[src/rtl/adder_pkg.sv]
// Shared elaboration helpers for the pipelined prefix adder: width legality,
// prefix depth and end-to-end latency.
package adder_pkg;

    function automatic int clog2(input int value);
        int result;
        int rem;
        result = 0;
        rem = value - 1;
        while (rem > 0) begin
            result = result + 1;
            rem = rem >> 1;
        end
        return result;
    endfunction

    function automatic bit width_legal(input int width);
        return (width >= 4) && (width <= 64) && ((width & (width - 1)) == 0);
    endfunction

    // PIPE=1 registers the pre-processed operands, each inner level and the output.
    function automatic int latency_of(input int width, input bit pipe);
        return pipe ? clog2(width) + 1 : 1;
    endfunction

endpackage

[src/rtl/prefix_cell.sv]
// Sklansky tree node: merges a high group (gh, ph) with the adjacent lower
// group (gl, pl) into one generate/propagate pair.
module prefix_cell (
    input  logic gh,
    input  logic ph,
    input  logic gl,
    input  logic pl,
    output logic g,
    output logic p
);

    assign g = gh | (ph & gl);
    assign p = ph & pl;

endmodule

[src/rtl/pipelined_prefix_adder.sv]
// Add/subtract unit built on a Sklansky carry tree, optionally pipelined per
// level, with a valid/ready stream interface that freezes wholesale on stall.
module pipelined_prefix_adder
    import adder_pkg::*;
#(
    parameter int WIDTH = 16,
    parameter int PIPE  = 1
) (
    input  logic             clk,
    input  logic             rst,
    input  logic             in_valid,
    output logic             in_ready,
    input  logic [WIDTH-1:0] a,
    input  logic [WIDTH-1:0] b,
    input  logic             cin,
    input  logic             sub,
    output logic             out_valid,
    input  logic             out_ready,
    output logic [WIDTH-1:0] sum,
    output logic             cout,
    output logic             ovf
);

    localparam int LEVELS = clog2(WIDTH);

    genvar gi, gj;

    if (!width_legal(WIDTH)) begin : g_width_check
        $error("pipelined_prefix_adder: WIDTH must be a power of two in 4..64");
    end

    logic             out_valid_reg;
    logic [WIDTH-1:0] sum_reg;
    logic             cout_reg;
    logic             ovf_reg;
    logic             advance;

    assign advance  = ~(out_valid_reg & ~out_ready);
    assign in_ready = advance;

    logic [WIDTH-1:0] b_eff;
    logic [WIDTH-1:0] pre_p;
    logic [WIDTH-1:0] pre_g;
    logic             pre_c0;

    assign b_eff  = sub ? ~b : b;
    assign pre_c0 = sub | cin;
    assign pre_p  = a ^ b_eff;
    // Carry-in is folded into bit 0's generate so the tree yields G[i:0] including c0.
    assign pre_g  = {a[WIDTH-1:1] & b_eff[WIDTH-1:1], (a[0] & b_eff[0]) | (pre_p[0] & pre_c0)};

    logic [WIDTH-1:0] lvl_g_in  [LEVELS];
    logic [WIDTH-1:0] lvl_p_in  [LEVELS];
    logic [WIDTH-1:0] lvl_g_out [LEVELS];
    logic [WIDTH-1:0] lvl_p_out [LEVELS];

    logic [WIDTH-1:0] end_x;
    logic             end_c0;
    logic             end_v;

    for (gi = 0; gi < LEVELS; gi++) begin : g_level
        for (gj = 0; gj < WIDTH; gj++) begin : g_bit
            if (((gj >> gi) & 1) == 1) begin : g_cell
                localparam int LOW = ((gj >> gi) << gi) - 1;
                prefix_cell u_cell (
                    .gh (lvl_g_in[gi][gj]),
                    .ph (lvl_p_in[gi][gj]),
                    .gl (lvl_g_in[gi][LOW]),
                    .pl (lvl_p_in[gi][LOW]),
                    .g  (lvl_g_out[gi][gj]),
                    .p  (lvl_p_out[gi][gj])
                );
            end else begin : g_pass
                assign lvl_g_out[gi][gj] = lvl_g_in[gi][gj];
                assign lvl_p_out[gi][gj] = lvl_p_in[gi][gj];
            end
        end
    end

    if (PIPE != 0) begin : g_pipe
        logic [WIDTH-1:0]  st_g_reg [LEVELS];
        logic [WIDTH-1:0]  st_p_reg [LEVELS];
        logic [WIDTH-1:0]  st_x_reg [LEVELS];
        logic [LEVELS-1:0] st_c0_reg;
        logic [LEVELS-1:0] st_v_reg;

        always_ff @(posedge clk) begin
            if (rst) begin
                st_v_reg <= '0;
            end else if (advance) begin
                st_v_reg <= {st_v_reg[LEVELS-2:0], in_valid};
            end
        end

        // Stage 0 holds the pre-processed operands; stage k holds level k-1's output.
        always_ff @(posedge clk) begin
            if (advance) begin
                st_g_reg[0] <= pre_g;
                st_p_reg[0] <= pre_p;
                st_x_reg[0] <= pre_p;
                st_c0_reg   <= {st_c0_reg[LEVELS-2:0], pre_c0};
                for (int k = 1; k < LEVELS; k++) begin
                    st_g_reg[k] <= lvl_g_out[k-1];
                    st_p_reg[k] <= lvl_p_out[k-1];
                    st_x_reg[k] <= st_x_reg[k-1];
                end
            end
        end

        for (gi = 0; gi < LEVELS; gi++) begin : g_feed
            assign lvl_g_in[gi] = st_g_reg[gi];
            assign lvl_p_in[gi] = st_p_reg[gi];
        end

        assign end_x  = st_x_reg[LEVELS-1];
        assign end_c0 = st_c0_reg[LEVELS-1];
        assign end_v  = st_v_reg[LEVELS-1];
    end else begin : g_comb
        for (gi = 0; gi < LEVELS; gi++) begin : g_feed
            if (gi == 0) begin : g_first
                assign lvl_g_in[gi] = pre_g;
                assign lvl_p_in[gi] = pre_p;
            end else begin : g_chain
                assign lvl_g_in[gi] = lvl_g_out[gi-1];
                assign lvl_p_in[gi] = lvl_p_out[gi-1];
            end
        end

        assign end_x  = pre_p;
        assign end_c0 = pre_c0;
        assign end_v  = in_valid;
    end

    logic [WIDTH-1:0] g_fin;
    logic [WIDTH-1:0] sum_next;
    logic             cout_next;
    logic             ovf_next;

    assign g_fin     = lvl_g_out[LEVELS-1];
    assign sum_next  = end_x ^ {g_fin[WIDTH-2:0], end_c0};
    assign cout_next = g_fin[WIDTH-1];
    assign ovf_next  = g_fin[WIDTH-1] ^ g_fin[WIDTH-2];

    always_ff @(posedge clk) begin
        if (rst) begin
            out_valid_reg <= 1'b0;
            sum_reg       <= '0;
            cout_reg      <= 1'b0;
            ovf_reg       <= 1'b0;
        end else if (advance) begin
            out_valid_reg <= end_v;
            sum_reg       <= sum_next;
            cout_reg      <= cout_next;
            ovf_reg       <= ovf_next;
        end
    end

    assign out_valid = out_valid_reg;
    assign sum       = sum_reg;
    assign cout      = cout_reg;
    assign ovf       = ovf_reg;

endmodule

[config.mk]
export PLATFORM = sky130hd
export DESIGN_NAME = pipelined_prefix_adder
export DESIGN_NICKNAME = d
export VERILOG_FILES = /design/src/rtl/adder_pkg.sv /design/src/rtl/prefix_cell.sv /design/src/rtl/pipelined_prefix_adder.sv
export SDC_FILE = /design/constraint.sdc
export NUM_CORES = 1
export LEC_CHECK = 0
export CAP_MARGIN = 10
export CORE_AREA = 5 5 151 153
export CTS_CLUSTER_DIAMETER = 60
export DETAILED_ROUTE_END_ITERATION = 8
export DIE_AREA = 0 0 156 158
export SLEW_MARGIN = 20
export SYNTH_ARGS = -nofsm -noshare
export SYNTH_HDL_FRONTEND = slang
export SYNTH_SLANG_ARGS = --single-unit
[constraint.sdc]
create_clock -name clk -period 3.8 [get_ports clk]
set_clock_uncertainty 0.2 [all_clocks]
set_input_delay 0.57 -clock clk [delete_from_list [all_inputs] [get_ports clk]]
set_output_delay 0.57 -clock clk [all_outputs]
set_load 0.1 [all_outputs]
==> results.txt, run 1 <==
flop2flop setup slack -> 1.69 ns
Comb power frac -> 12.7%
pwr dens -> 616 nW/um2
Post-route DRC -> 0
RSZ-0062 raised after global routing -> false
share of layout cells above drive strength 1 -> 8.96%
critical path required time -> 3.03 ns
Ys Warns -> 0
Async S/R FF share, synth -> 0%
Tmin final -> 2.69 ns
Critical Path AT -> 1.92 ns
Setup TNS Final -> 0 ns
R2R depth -> 5
hold path start -> g_pipe.st_x_reg[2][5]
Setup violations, final -> 0
PostCTS Resize Cnt -> 0
Net Sw Frac -> 25.2%
Worst setup EP type -> output port
EDFF count, synth -> 155
Routed WL -> 8490 um
Levels on crit path -> 1
CP Cell Sequence -> clkdlybuf4s50_1
hold depth -> 0
Synth Cell Area -> 6300 um2
initial core utilization -> 29.4%
Clk network pwr share -> 33.3%
CTS tree -> done
largest net degree at the start of global routing -> 133
dpl hpwl -> 5690 um
Placement Rows -> 54
leading area contributor after synthesis -> edfxtp_1
worst min path class -> flop to flop
Most used DFF post-synth -> edfxtp_1
total internal power -> 3.58 mW
Tcrit/Tclk final -> 70.7%
worst hold endpoint -> g_pipe.st_x_reg[3][5]
Reg clk slew, reported paths -> 0.06 ns
GPL Wtd Cong -> 0.664
IO Port Bufs -> 57
Synth top cells by count -> edfxtp_1, a21o_1, dfxtp_1
R2R Path End -> sum[3]
Max-Cap Viols -> 0
die height -> 158 um
Synth cell types -> 25
CP Class -> flop to output port
CP top delay family -> buffers and inverters
outcome -> completed
Clk Latency, worst-skew pair -> 0.41 ns
max reg flops -> 64
Final Hold Fails -> 0
vias after detailed routing -> 2,769
Nets -> 466
Die Area -> 24,600 um2
Sw Pwr -> 1.20 mW
Area Overhead vs Synth -> 23.3%
Finished Layout Cells -> 704
first-pass GRT wire length -> 14,000 um
clk buf depth -> 2
Synth top area share -> 73.8%
CTS Root Cell -> clkbuf_16
Worst Path Max Fanout -> 2
post-route ant nets -> 0
CP Launch Type -> flop
Synth Register Bits -> 178
Peak VDD IR -> 0.000302 V
I/O Pins -> 58
Total Routing Usage GR -> 7.25%
Num CTS Buffers -> 17
drt initial violations -> 168
Placed Cells -> 672
DR vias/cell -> 3.93
vias in the first global route -> 2,883
CP peak stage delay -> 1.16 ns
max frequency -> 372 MHz
Post-CTS Setup Inserts -> 0
gr ovfl total -> 0
gate count of the mapped netlist -> 340
fin. max-slew vios -> 0
DR WL/cell -> 12.1 um
initial antenna violation count -> 0
most common cell in the netlist -> edfxtp_1
CP max-delay cell -> clkdlybuf4s50_1
final hold slack -> 0.211 ns
CTS sink count -> 178
syn nets -> 395
Max-slew headroom -> 31.8%
# diodes -> 0
Seq/Total Area, Yosys -> 81.1%
H-Tree Level Count -> 4
placeable core area -> 21,400 um2
Worst-Margin Slew -> 1.02 ns
Leak -> 3.00 nW
Initial DRT Pass Iterations -> 4
Die Width -> 156 um
Sequential Power Share -> 53.9%
Crit Reg-Reg Startpoint -> out_valid
synthesized area per cell -> 18.5 um2
Post-CTS Hold Buffers -> 0
top cells by area, synth -> edfxtp_1, dfxtp_1, ha_1, xor2_1, a21o_1
WP buf/inv -> 1
cell usage in the layout, fill, tap and decap left out, types with 3 or more instances in the layout:
master           count
a21o_1              25
and2_1              17
edfxtp_1           155
a21oi_1             11
xor2_1              22
nand2_1             11
clkbuf_16           17
xnor2_1              9
clkdlybuf4s50_1     56
a211oi_1             9
nand3b_1             6
ha_1                17
inv_6                3
nor2_1              12
clkinvlp_4           5
dfxtp_1             23
o21ai_0              7
power by group through the flow:
stage	Combinational (mW)	Clock, mW	Sequential, mW
after floorplan	0.165	0	2.87
after global placement	0.607	0	2.62
after detailed placement	0.616	0	2.63
after CTS	0.618	1.64	2.59
after global routing	0.649	1.73	2.62
final	0.610	1.60	2.58
through the flow:
step	util, %	instance area [um2]	setup WS, ns	power [mW]
global route	36.3	7770	1.03	4.99
detailed placement	33.7	7220	0.993	3.24
floorplan	-	6300	1.09	3.04
finish	36.3	7770	1.11	4.78
CTS	36.3	7770	1.07	4.85
global placement	33.7	7220	1.04	3.22
cell type report:
class	count	area (um2)
Fill cell	1936	13600
Sequential cell	178	5110
Multi-Input combinational cell	154	1130
Timing Repair Buffer	59	608
Clock buffer	19	443
Tap cell	280	350
Clock inverter	13	111
Inverter	1	8.76
routing by layer:
layer,up-vias,GRT usage (%),wire [um]
met2,52,11.4,3930
met4,0,3.50,179
met3,15,2.93,371
met5,-,0,0
li1,1423,-,-
met1,1279,8.72,4010
kinds of logic (layout without fill, tap and decap cells):
| logic type | after synthesis | after routing | synth area share (%) |
|---|---|---|---|
| buffers and inverters | 8 | 92 | 0.873 |
| and+or+nand+nor | 51 | 51 | 4.37 |
| DFF | 178 | 178 | 81.1 |
| xor gates and xnor gates | 31 | 31 | 4.31 |
| AOI/OAI and AO/OA | 55 | 55 | 5.95 |
| adders and majority gates | 17 | 17 | 3.37 |
worst max path at each step:
stage	from	end	slack [ns]
6_report	ovf	ovf	1.11
3_5_place_dp	out_ready	sum[5]	0.99
3_3_place_gp	out_ready	sum[9]	1.04
4_1_cts	sum[8]	sum[8]	1.07
2_1_floorplan	out_valid	in_ready	1.09
5_1_grt	sum[8]	sum[8]	1.03
No activity file was read; power rests on OpenSTA's default activity.
==> run 2, diff against run 1 <==
==> constraint.sdc (replaced) <==
create_clock -name clk -period 2.8 [get_ports clk]
set_clock_uncertainty 0.2 [all_clocks]
set_input_delay 0.42 -clock clk [delete_from_list [all_inputs] [get_ports clk]]
set_output_delay 0.42 -clock clk [all_outputs]
set_load 0.1 [all_outputs]
==> run 2 against run 1 <==
  * Register-to-register slack got worse by 0.57 ns
  * Via count rose by 2.3%
  * Critical path depth rose by 3
  * Utilization rose by 0.32 points
  * Die area did not move
  * Global-route usage rose by 0.21 points
  * Cell area rose by 0.87%
  * First-iteration DRC count rose by 12%
  * Routed wire length rose by 0.81%
  * Setup slack got worse by 0.56 ns
  * Critical endpoint is now in_ready
  * Count of clock-buffer cells in the layout did not move
==> results.txt, run 2 (synthesis results as in run 1) <==
initial core utilization -> 29.4%
Die Width -> 156 um
dpl cell area -> 7220 um2
final hold slack -> 0.214 ns
CTS Root Cell -> clkbuf_16
setup ws final -> 0.559 ns
H-Tree Level Count -> 4
Final Power -> 6.66 mW
CTS sink count -> 178
Reg clk slew, reported paths -> 0.07 ns
largest net degree at the start of global routing -> 68
most frequent cells in the layout -> edfxtp_1, clkdlybuf4s50_1, a21o_1
Post-CTS Hold Buffers -> 0
Final Hold Fails -> 0
Placement Rows -> 54
Die Area -> 24,600 um2
Num CTS Buffers -> 17
post-route ant nets -> 0
Finished Layout Cells -> 708
outcome -> completed
first-pass GRT wire length -> 14,400 um
CTS tree -> done
Crit Reg-Reg Startpoint -> out_valid
IO Port Bufs -> 57
drt initial violations -> 188
Setup crit start -> out_ready
worst min path class -> flop to flop
pre-CTS setup slack -> 0.515 ns
critical path required time -> 2.18 ns
max reg flops -> 64
# diodes -> 0
CP Class -> input pin to output port
Final Util -> 36.6%
gr ovfl total -> 0
dpl hpwl -> 6030 um
Routed WL -> 8560 um
Nets -> 470
Worst-Margin Slew -> 0.389 ns
max frequency -> 446 MHz
I/O Pins -> 58
vias after detailed routing -> 2,834
Clk Latency, worst-skew pair -> 0.41 ns
Worst Path Max Fanout -> 24
vias in the first global route -> 2,996
RSZ-0062 raised after global routing -> false
Critical Path AT -> 1.62 ns
Tmin final -> 2.24 ns
Peak VDD IR -> 0.000445 V
DR vias/cell -> 4.00
Tcrit/Tclk final -> 80.1%
initial antenna violation count -> 0
placeable core area -> 21,400 um2
Max-slew headroom -> 74.0%
Initial DRT Pass Iterations -> 4
clk buf depth -> 2
GPL Wtd Cong -> 0.686
final instance area -> 7840 um2
PostCTS Resize Cnt -> 0
Area Overhead vs Synth -> 24.3%
Max-Cap Viols -> 0
Worst setup EP type -> output port
hold path start -> g_pipe.st_x_reg[2][5]
Total Routing Usage GR -> 7.46%
DR WL/cell -> 12.1 um
flop2flop setup slack -> 1.12 ns
CP Launch Type -> input pin
share of layout cells above drive strength 1 -> 15.0%
Leak -> 3.10 nW
Placed Cells -> 676
Setup violations, final -> 0
Post-route DRC -> 0
die height -> 158 um
Setup TNS Final -> 0 ns
Post-CTS Setup Inserts -> 0
pwr dens -> 850 nW/um2
fin. max-slew vios -> 0
most common cell after layout, fill and taps aside -> edfxtp_1
run 2: changes by cell type in the layout (fill, tap and decap cells not counted), sizes merged:
cell / previous run / this run
buf: 3 / 26
clkdlybuf4s50: 56 / 37
clkinvlp: 5 / 1
inv: 3 / 7
run 2: layout make-up:
class | count | area, um2
clock buffers | 19 | 475
clock inverters | 13 | 139
fillers | 1952 | 13600
inverters | 1 | 8.76
multi-input cells | 154 | 1130
flip-flops and latches | 178 | 5110
well taps | 280 | 350
repair buffers | 63 | 616
run 2: final timing paths:
check | endpoint | cells after the start
hold reg to reg | g_pipe.st_x_reg[3][5] | 0
setup reg to reg | sum[6] | 4
setup / recovery | in_ready | 4
hold / removal | g_pipe.st_x_reg[3][5] | 0
run 2: power breakdown:
group	total (mW)	leakage [nW]	internal [mW]	switching (mW)
combinational	0.815	0.906	0.264	0.551
sequential	3.50	1.89	3.33	0.166
clock	2.35	0.302	1.36	0.985
run 2: routing by layer:
metal	up-vias	routed length [um]	GRT usage [%]
li1	1427	-	-
met1	1340	3910	8.90
met2	59	4160	11.9
met3	8	376	2.79
met4	0	108	3.67
met5	-	0	0
run 2: worst max-delay path, cell delays in order:
cell and delay [ns]:
clkdlybuf4s50_1 0.44, nor2b_4 0.36, inv_6 0.18, buf_12 0.21
